$ cat src/rtl/i2s_rx_pkg.sv
// ---------------------------------------------------------------------------
// i2s_rx_pkg
// Shared types and constants for the I2S receive deserializer.
//   rx_state_t      : capture FSM states (IDLE, SYNC, LEFT, RIGHT)
//   RX_SYNC_STAGES  : depth of the input synchronizer chains
//   RX_CNT_W        : width of the accepted-pair counter output
// ---------------------------------------------------------------------------
package i2s_rx_pkg;

    typedef enum logic [1:0] {
        IDLE  = 2'd0,
        SYNC  = 2'd1,
        LEFT  = 2'd2,
        RIGHT = 2'd3
    } rx_state_t;

    localparam int RX_SYNC_STAGES = 2;
    localparam int RX_CNT_W       = 16;

endpackage

$ cat src/rtl/fifo_buffer.sv
// ---------------------------------------------------------------------------
// fifo_buffer
// Synchronous FIFO, 2**W entries of B bits, first-word-fall-through read port.
// Ports:
//   clk, rst_n : clock and asynchronous active-low reset
//   wr, w_data : write request and data
//   rd         : read request (removes the head entry)
//   r_data     : head entry, valid while empty = 0
//   empty/full : occupancy flags
// A read and a write in the same cycle are both honoured even when full:
// the read frees the slot the write then occupies.
// ---------------------------------------------------------------------------
module fifo_buffer #(
    parameter int B = 8,
    parameter int W = 4
) (
    input  logic         clk,
    input  logic         rst_n,
    input  logic         rd,
    input  logic         wr,
    input  logic [B-1:0] w_data,
    output logic         empty,
    output logic         full,
    output logic [B-1:0] r_data
);

    logic [B-1:0] mem_q [2**W];

    logic [W-1:0] wr_ptr_q, wr_ptr_d;
    logic [W-1:0] rd_ptr_q, rd_ptr_d;
    logic         full_q, full_d;
    logic         empty_q, empty_d;

    logic         do_rd;
    logic         do_wr;
    logic [W-1:0] wr_ptr_succ;
    logic [W-1:0] rd_ptr_succ;

    assign do_rd       = rd & ~empty_q;
    assign do_wr       = wr & (~full_q | do_rd);
    assign wr_ptr_succ = wr_ptr_q + W'(1);
    assign rd_ptr_succ = rd_ptr_q + W'(1);

    // Storage has no reset; only the pointers and flags define what is valid.
    always_ff @(posedge clk) begin
        if (do_wr) begin
            mem_q[wr_ptr_q] <= w_data;
        end
    end

    always_comb begin
        wr_ptr_d = wr_ptr_q;
        rd_ptr_d = rd_ptr_q;
        full_d   = full_q;
        empty_d  = empty_q;
        case ({do_wr, do_rd})
            2'b01: begin
                rd_ptr_d = rd_ptr_succ;
                full_d   = 1'b0;
                empty_d  = (rd_ptr_succ == wr_ptr_q);
            end
            2'b10: begin
                wr_ptr_d = wr_ptr_succ;
                empty_d  = 1'b0;
                full_d   = (wr_ptr_succ == rd_ptr_q);
            end
            2'b11: begin
                wr_ptr_d = wr_ptr_succ;
                rd_ptr_d = rd_ptr_succ;
            end
            default: begin
            end
        endcase
    end

    always_ff @(posedge clk or negedge rst_n) begin
        if (!rst_n) begin
            wr_ptr_q <= '0;
            rd_ptr_q <= '0;
            full_q   <= 1'b0;
            empty_q  <= 1'b1;
        end else begin
            wr_ptr_q <= wr_ptr_d;
            rd_ptr_q <= rd_ptr_d;
            full_q   <= full_d;
            empty_q  <= empty_d;
        end
    end

    assign empty  = empty_q;
    assign full   = full_q;
    assign r_data = mem_q[rd_ptr_q];

endmodule

$ cat src/rtl/i2s_rx_deserializer.sv
// ---------------------------------------------------------------------------
// i2s_rx_deserializer
// I2S receiver: oversamples TCLK/WS/TD in the i_clk domain, deserializes
// MSB-first left/right words and queues them as pairs behind a valid/ready
// stream.
// Ports:
//   i_clk, i_rst_n        : system clock (>= 4x TCLK), async active-low reset
//   i_enable              : capture enable
//   i_clr_ovr             : clears the sticky overrun flag
//   i_tclk, i_ws, i_td    : I2S bit clock, word select (0=left), serial data
//   o_valid, i_ready      : pair stream handshake (pop on o_valid & i_ready)
//   o_data_left/right     : pair at the FIFO head
//   o_overrun             : sticky, a completed pair was dropped (FIFO full)
//   o_frame_err           : one-cycle pulse, a word ended with < DATA_W bits
//   o_frame_cnt           : accepted pair count
// Build option I2S_RX_FRAME_CNT_EN: when defined, o_frame_cnt counts accepted
// pushes (wraps, cleared only by reset); otherwise it is constant zero.
// ---------------------------------------------------------------------------
module i2s_rx_deserializer
    import i2s_rx_pkg::*;
#(
    parameter int DATA_W  = 32,
    parameter int FIFO_AW = 2
) (
    input  logic                i_clk,
    input  logic                i_rst_n,
    input  logic                i_enable,
    input  logic                i_clr_ovr,
    input  logic                i_tclk,
    input  logic                i_ws,
    input  logic                i_td,
    output logic                o_valid,
    input  logic                i_ready,
    output logic [DATA_W-1:0]   o_data_left,
    output logic [DATA_W-1:0]   o_data_right,
    output logic                o_overrun,
    output logic                o_frame_err,
    output logic [RX_CNT_W-1:0] o_frame_cnt
);

    localparam int                   BIT_CNT_W   = $clog2(DATA_W + 1);
    localparam logic [BIT_CNT_W-1:0] BIT_CNT_MAX = BIT_CNT_W'(DATA_W);

    // Input synchronizers
    logic [RX_SYNC_STAGES-1:0] tclk_sync_q, tclk_sync_d;
    logic [RX_SYNC_STAGES-1:0] ws_sync_q, ws_sync_d;
    logic [RX_SYNC_STAGES-1:0] td_sync_q, td_sync_d;
    logic                      tclk_s;
    logic                      ws_s;
    logic                      td_s;

    // Bit-event tracking
    logic tclk_prev_q, tclk_prev_d;
    logic ws_prev_q, ws_prev_d;
    logic bit_event;
    logic word_end;

    // Deserializer and FSM
    rx_state_t               state_q, state_d;
    logic [DATA_W-1:0]       shift_q, shift_d;
    logic [BIT_CNT_W-1:0]    bit_cnt_q, bit_cnt_d;
    logic [DATA_W-1:0]       left_q, left_d;
    logic [2*DATA_W-1:0]     pair_q, pair_d;
    logic                    push_q, push_d;
    logic                    frame_err_q, frame_err_d;
    logic                    overrun_q, overrun_d;
    logic                    cnt_full;
    logic [DATA_W-1:0]       word_next;
    logic [BIT_CNT_W-1:0]    bit_cnt_next;
    logic                    word_short;

    // FIFO interface
    logic                    fifo_empty;
    logic                    fifo_full;
    logic [2*DATA_W-1:0]     fifo_rdata;
    logic                    pop;

    // Shift each pin into its own synchronizer chain; all three chains have
    // equal depth so ws/td stay aligned with the tclk edge that samples them.
    always_comb begin
        tclk_sync_d = {tclk_sync_q[RX_SYNC_STAGES-2:0], i_tclk};
        ws_sync_d   = {ws_sync_q[RX_SYNC_STAGES-2:0], i_ws};
        td_sync_d   = {td_sync_q[RX_SYNC_STAGES-2:0], i_td};
    end

    assign tclk_s    = tclk_sync_q[RX_SYNC_STAGES-1];
    assign ws_s      = ws_sync_q[RX_SYNC_STAGES-1];
    assign td_s      = td_sync_q[RX_SYNC_STAGES-1];
    assign bit_event = tclk_s & ~tclk_prev_q;

    // The bit sampled now belongs to the channel WS selected at the previous
    // event; a WS change marks this bit as the LSB of the word that ends.
    assign word_end = bit_event & (ws_s != ws_prev_q);

    // Once DATA_W bits are held, later bits of the same word are discarded.
    assign cnt_full     = (bit_cnt_q == BIT_CNT_MAX);
    assign word_next    = cnt_full ? shift_q : {shift_q[DATA_W-2:0], td_s};
    assign bit_cnt_next = cnt_full ? bit_cnt_q : bit_cnt_q + BIT_CNT_W'(1);
    assign word_short   = (bit_cnt_next < BIT_CNT_MAX);

    assign o_valid = ~fifo_empty;
    assign pop     = ~fifo_empty & i_ready;

    // Next-state: bit shifting runs in every state so the counter is always
    // aligned to word boundaries; only LEFT/RIGHT act on the completed words.
    always_comb begin
        state_d     = state_q;
        tclk_prev_d = tclk_s;
        ws_prev_d   = ws_prev_q;
        shift_d     = shift_q;
        bit_cnt_d   = bit_cnt_q;
        left_d      = left_q;
        pair_d      = pair_q;
        push_d      = 1'b0;
        frame_err_d = 1'b0;

        if (bit_event) begin
            ws_prev_d = ws_s;
            if (word_end) begin
                shift_d   = '0;
                bit_cnt_d = '0;
            end else begin
                shift_d   = word_next;
                bit_cnt_d = bit_cnt_next;
            end
        end

        case (state_q)
            IDLE: begin
                if (i_enable) begin
                    state_d = SYNC;
                end
            end
            SYNC: begin
                if (word_end && ws_prev_q) begin
                    state_d = LEFT;
                end
            end
            LEFT: begin
                if (word_end) begin
                    if (word_short) begin
                        frame_err_d = 1'b1;
                        state_d     = SYNC;
                    end else begin
                        left_d  = word_next;
                        state_d = RIGHT;
                    end
                end
            end
            RIGHT: begin
                if (word_end) begin
                    if (word_short) begin
                        frame_err_d = 1'b1;
                        state_d     = SYNC;
                    end else begin
                        pair_d  = {left_q, word_next};
                        push_d  = 1'b1;
                        state_d = LEFT;
                    end
                end
            end
            default: begin
                state_d = IDLE;
            end
        endcase

        // Disable abandons any partial word; queued pairs are untouched.
        if (!i_enable) begin
            state_d     = IDLE;
            push_d      = 1'b0;
            frame_err_d = 1'b0;
        end
    end

    // Overrun: a push that finds the FIFO full with no simultaneous pop is
    // dropped. Setting takes priority over a coinciding clear.
    always_comb begin
        overrun_d = overrun_q;
        if (push_q && fifo_full && !pop) begin
            overrun_d = 1'b1;
        end else if (i_clr_ovr) begin
            overrun_d = 1'b0;
        end
    end

    always_ff @(posedge i_clk or negedge i_rst_n) begin
        if (!i_rst_n) begin
            tclk_sync_q <= '0;
            ws_sync_q   <= '0;
            td_sync_q   <= '0;
            tclk_prev_q <= 1'b0;
            ws_prev_q   <= 1'b0;
            state_q     <= IDLE;
            shift_q     <= '0;
            bit_cnt_q   <= '0;
            left_q      <= '0;
            pair_q      <= '0;
            push_q      <= 1'b0;
            frame_err_q <= 1'b0;
            overrun_q   <= 1'b0;
        end else begin
            tclk_sync_q <= tclk_sync_d;
            ws_sync_q   <= ws_sync_d;
            td_sync_q   <= td_sync_d;
            tclk_prev_q <= tclk_prev_d;
            ws_prev_q   <= ws_prev_d;
            state_q     <= state_d;
            shift_q     <= shift_d;
            bit_cnt_q   <= bit_cnt_d;
            left_q      <= left_d;
            pair_q      <= pair_d;
            push_q      <= push_d;
            frame_err_q <= frame_err_d;
            overrun_q   <= overrun_d;
        end
    end

    fifo_buffer #(
        .B (2 * DATA_W),
        .W (FIFO_AW)
    ) u_pair_fifo (
        .clk    (i_clk),
        .rst_n  (i_rst_n),
        .rd     (pop),
        .wr     (push_q),
        .w_data (pair_q),
        .empty  (fifo_empty),
        .full   (fifo_full),
        .r_data (fifo_rdata)
    );

    assign o_data_left  = fifo_rdata[2*DATA_W-1:DATA_W];
    assign o_data_right = fifo_rdata[DATA_W-1:0];
    assign o_overrun    = overrun_q;
    assign o_frame_err  = frame_err_q;

`ifdef I2S_RX_FRAME_CNT_EN
    logic                push_accept;
    logic [RX_CNT_W-1:0] frame_cnt_q, frame_cnt_d;

    // A push is accepted when there is room, counting room freed by a pop.
    assign push_accept = push_q & (~fifo_full | pop);

    always_comb begin
        frame_cnt_d = frame_cnt_q;
        if (push_accept) begin
            frame_cnt_d = frame_cnt_q + RX_CNT_W'(1);
        end
    end

    always_ff @(posedge i_clk or negedge i_rst_n) begin
        if (!i_rst_n) begin
            frame_cnt_q <= '0;
        end else begin
            frame_cnt_q <= frame_cnt_d;
        end
    end

    assign o_frame_cnt = frame_cnt_q;
`else
    assign o_frame_cnt = '0;
`endif

endmodule
$ cat config.mk
export PLATFORM = sky130hd
export DESIGN_NAME = i2s_rx_deserializer
export DESIGN_NICKNAME = d
export VERILOG_FILES = /design/src/rtl/i2s_rx_pkg.sv /design/src/rtl/fifo_buffer.sv /design/src/rtl/i2s_rx_deserializer.sv
export SDC_FILE = /design/constraint.sdc
export NUM_CORES = 1
export LEC_CHECK = 0
export CAP_MARGIN = 10
export CORE_MARGIN = 1.5
export CORE_UTILIZATION = 39
export CTS_CLUSTER_SIZE = 24
export DETAILED_ROUTE_END_ITERATION = 12
export PLACE_DENSITY = 0.61
export SETUP_SLACK_MARGIN = 0.3
export SLEW_MARGIN = 20
export SYNTH_ARGS = -nofsm -noshare
export SYNTH_HDL_FRONTEND = slang
export SYNTH_SLANG_ARGS = --single-unit
$ cat constraint.sdc
create_clock -name i_clk -period 2.6 [get_ports i_clk]
set_input_delay 0.52 -clock i_clk [delete_from_list [all_inputs] [get_ports i_clk]]
set_output_delay 0.52 -clock i_clk [all_outputs]
set_load 0.02 [all_outputs]
==> reports/metrics.yaml <==
status: "complete, but fails checks"
violations: "negative setup slack"
grt_max_degree: 65
coreArea_sq_um: 39800
grt_remaining_overflow: 0
multiInputGateArea_sq_um: 3990
ys_types: 42
ys_async_sr_fraction_pct: 37.4
place_area_sq_um: 17400
start_kind: "flop"
path_clk_slew_ns: 0.06
htreeDepth: 2
cts.sinks: 409
postLayoutCellArea_sq_um: 19100
hp-start: "ws_sync_q[0]"
clk_latency_ns: 0.55
layout-drive-gt1-share_pct: 40.8
rr_worst_depth: 6
hp-class: "flop to flop"
crit_chain: "buf_6, buf_12, buf_16, mux4_2, buf_6"
crit_path_end_kind: "output pin"
hold_violations: 0
worstSetupStartpoint: "u_pair_fifo.rd_ptr_q[0]"
r2r_start: "bit_cnt_q[0]"
synth_seq_area_share_pct: 73.2
nNetsFinal: 924
final.min_clock_period_ns: 2.66
portBuffers: 74
crit_type: "flop to output pin"
r2r_end: "left_q[16]"
die-area_sq_um: 41600
ant_nets: 0
synth-seq-cells: 409
num_vias: 7401
syn_inst: 781
cts_buffers: 44
worstPathRequired_ns: 2.08
hold-path-endpoint: "ws_sync_q[1]"
drt-vias-per-instance: 5.05
drc: 0
rsz0062_at_grt: "yes"
worst_slew_pin_slew_ns: 0.748
crit_arrival_ns: 2.14
wire_per_inst_microns: 20.6
antenna_found_initial: 0
max-cap-violations: 0
rows: 73
avgSynthCellArea_sq_um: 20.2
power.leakage_uw: 0.00791
slowest_delay_ns: 0.53
start_util_pct: 39.5
synth_area_leaders: "edfxtp_1, dfrtp_1, mux4_2"
fp.dieW_microns: 204
die_y_microns: 204
yosysWarnings: 0
dr.pass1.iters: 4
crit_path_top_delay_cell: "dfrtp_4"
gp_congestion: 0.701
fmax_ghz: 0.376
vdd_drop_max_mv: 0.522
routed_wl_microns: 30200
synth_top_area_cell: "edfxtp_1"
grt_usage_pct: 15.0
drt_iter0_drc: 410
synth_edf_count: 256
io_pins: 91
grt_pass1_wl_microns: 47100
worst_clock_skew_ns: 0.0179
drv_slew: 0
synth_top_area_share_pct: 48.8
setup_ws_ns: -0.0598
netlist_area_sq_um: 15700
tns_ns: -0.300
hold_path_depth: 0
syn2layout_area_growth_pct: 21.2
clock_path_buffers: 3
finalCritPeriodShare_pct: 102
critPathMaxFanout: 6
diodes: 0
r2r_setup_slack_ns: 0.40
setup_violations: 11
num-fill-cells: 3378
cts-root-buf: "clkbuf_16"
max-slew-margin-rel_pct: 49.8
place_hpwl_microns: 16000
tritoncts: "built"
power_density_nw_per_um2: 820
grt_pass1_vias: 7945
ff_latch_area_sq_um: 11500
crit_top_cell: "buf_6"
synthFlopType: "edfxtp_1"
==> how the worst max path moves through the flow <==
stage                              endpoint  cells past startpoint
global placement             o_data_left[0]                      3
finish                       o_data_left[0]                      5
global route                 o_data_left[5]                      5
CTS                          o_data_left[0]                      5
floorplan           u_pair_fifo.mem_q[0][0]                      4
detailed placement           o_data_left[0]                      3
==> cells in the mapped netlist (2+ instances only) <==
cell / n
nand3_1: 3
buf_4: 16
mux2_2: 99
nand2b_1: 3
and2_1: 6
mux2_4: 30
nor2_1: 4
inv_1: 9
o31ai_1: 3
buf_6: 3
or3_1: 2
mux4_2: 64
ha_1: 8
buf_1: 8
a21oi_1: 6
xnor2_1: 4
clkbuf_1: 16
o21ai_0: 9
buf_2: 11
nand2_1: 11
edfxtp_1: 256
dfrtp_1: 152
a22o_1: 33
nor2b_1: 4
mux2i_1: 2
xor2_1: 3
==> through the flow <==
stage                     cells  hold slack [ns]  util, %  total power (uW)  worst slack [ns]
final                      1466            0.347     47.9             15700           -0.0598
after global routing       1466            0.353     47.9             16300            -0.108
after CTS                  1460            0.351     47.5             15800           -0.0938
after detailed placement   1369            0.337     43.6              8990             0.206
after global placement     1369            0.335     43.6              8990             0.204
after floorplan             796            0.224        -              8280             0.251
==> layout by cell type (no fill, tap or decap), types with 10 or more instances in the layout <==
| cell | count |
|---|---|
| buf_12 | 16 |
| mux2_4 | 30 |
| clkbuf_1 | 10 |
| edfxtp_1 | 256 |
| conb_1 | 16 |
| buf_6 | 42 |
| mux4_2 | 64 |
| clkbuf_16 | 49 |
| nand2_1 | 11 |
| buf_2 | 19 |
| dfrtp_1 | 147 |
| buf_4 | 24 |
| mux2_2 | 99 |
| a22o_1 | 33 |
==> flip-flops by register name, indices dropped and copies added, names as in the netlist <==
register / cells
state_q: 2
td_sync_q: 2
u_pair_fifo.empty: 1
ws_prev_q: 1
ws_sync_q: 2
u_pair_fifo.rd_ptr_q: 2
left_q: 32
u_pair_fifo.mem_q: 256
o_overrun: 1
u_pair_fifo.full: 1
bit_cnt_q: 6
o_frame_err: 1
shift_q: 32
u_pair_fifo.wr_ptr_q: 2
pair_q: 64
push_q: 1
tclk_prev_q: 1
tclk_sync_q: 2
==> final cells by class <==
type / instances / area share, %
flip-flops and latches: 409 / 60.4
clock buffers: 60 / 6.52
repair buffers: 120 / 7.38
clock inverters: 19 / 1.14
inverters: 9 / 0.177
well taps: 525 / 3.44
multi-input cells: 324 / 20.9
==> routing by layer <==
metal	share of wire [%]	wire length (microns)	global-route usage [%]
met3	3.1	940	2.60
met1	46	13900	20.5
met5	0	0	0
met2	49	14700	24.2
met4	2.4	727	5.29
==> cells by family (layout without fill, tap and decap cells) <==
group | count (synthesis) | after routing | share of synthesized area [%]
XOR/XNOR | 7 | 7 | 0.389
multiplexers | 196 | 196 | 19.3
adder cells (fa/ha/maj) | 8 | 8 | 0.636
flip-flops | 409 | 409 | 73.2
AO/OA/AOI/OAI | 58 | 58 | 2.97
other | 1 | 16 | 0.0238
AND/OR/NAND/NOR | 39 | 39 | 1.41
buffers and inverters | 63 | 208 | 2.11
==> what timing repair did <==
action	4_1_cts	5_1_grt
gates resized for setup	332	22
hold endpoints to repair	48	0
gates cloned	4	4
pin swaps	0	1
setup buffers	7	2
setup endpoints to repair	64	127
hold buffers	1	0
==> critical path: cells and delay by family, from the launching register on <==
kind	cells	cell delay [ns]
multiplexers	1	0.48
buffers and inverters	4	0.58
flip-flops	1	0.53
==> power by group <==
group          leakage (uW)  total, uW  internal, uW  switching [uW]
clock network      0.000711       6280          3830            2450
registers           0.00492       6980          6910            70.8
logic               0.00228       2390          1230            1150
total               0.00791      15700         12000            3670
(Power assumes the default switching activity.)
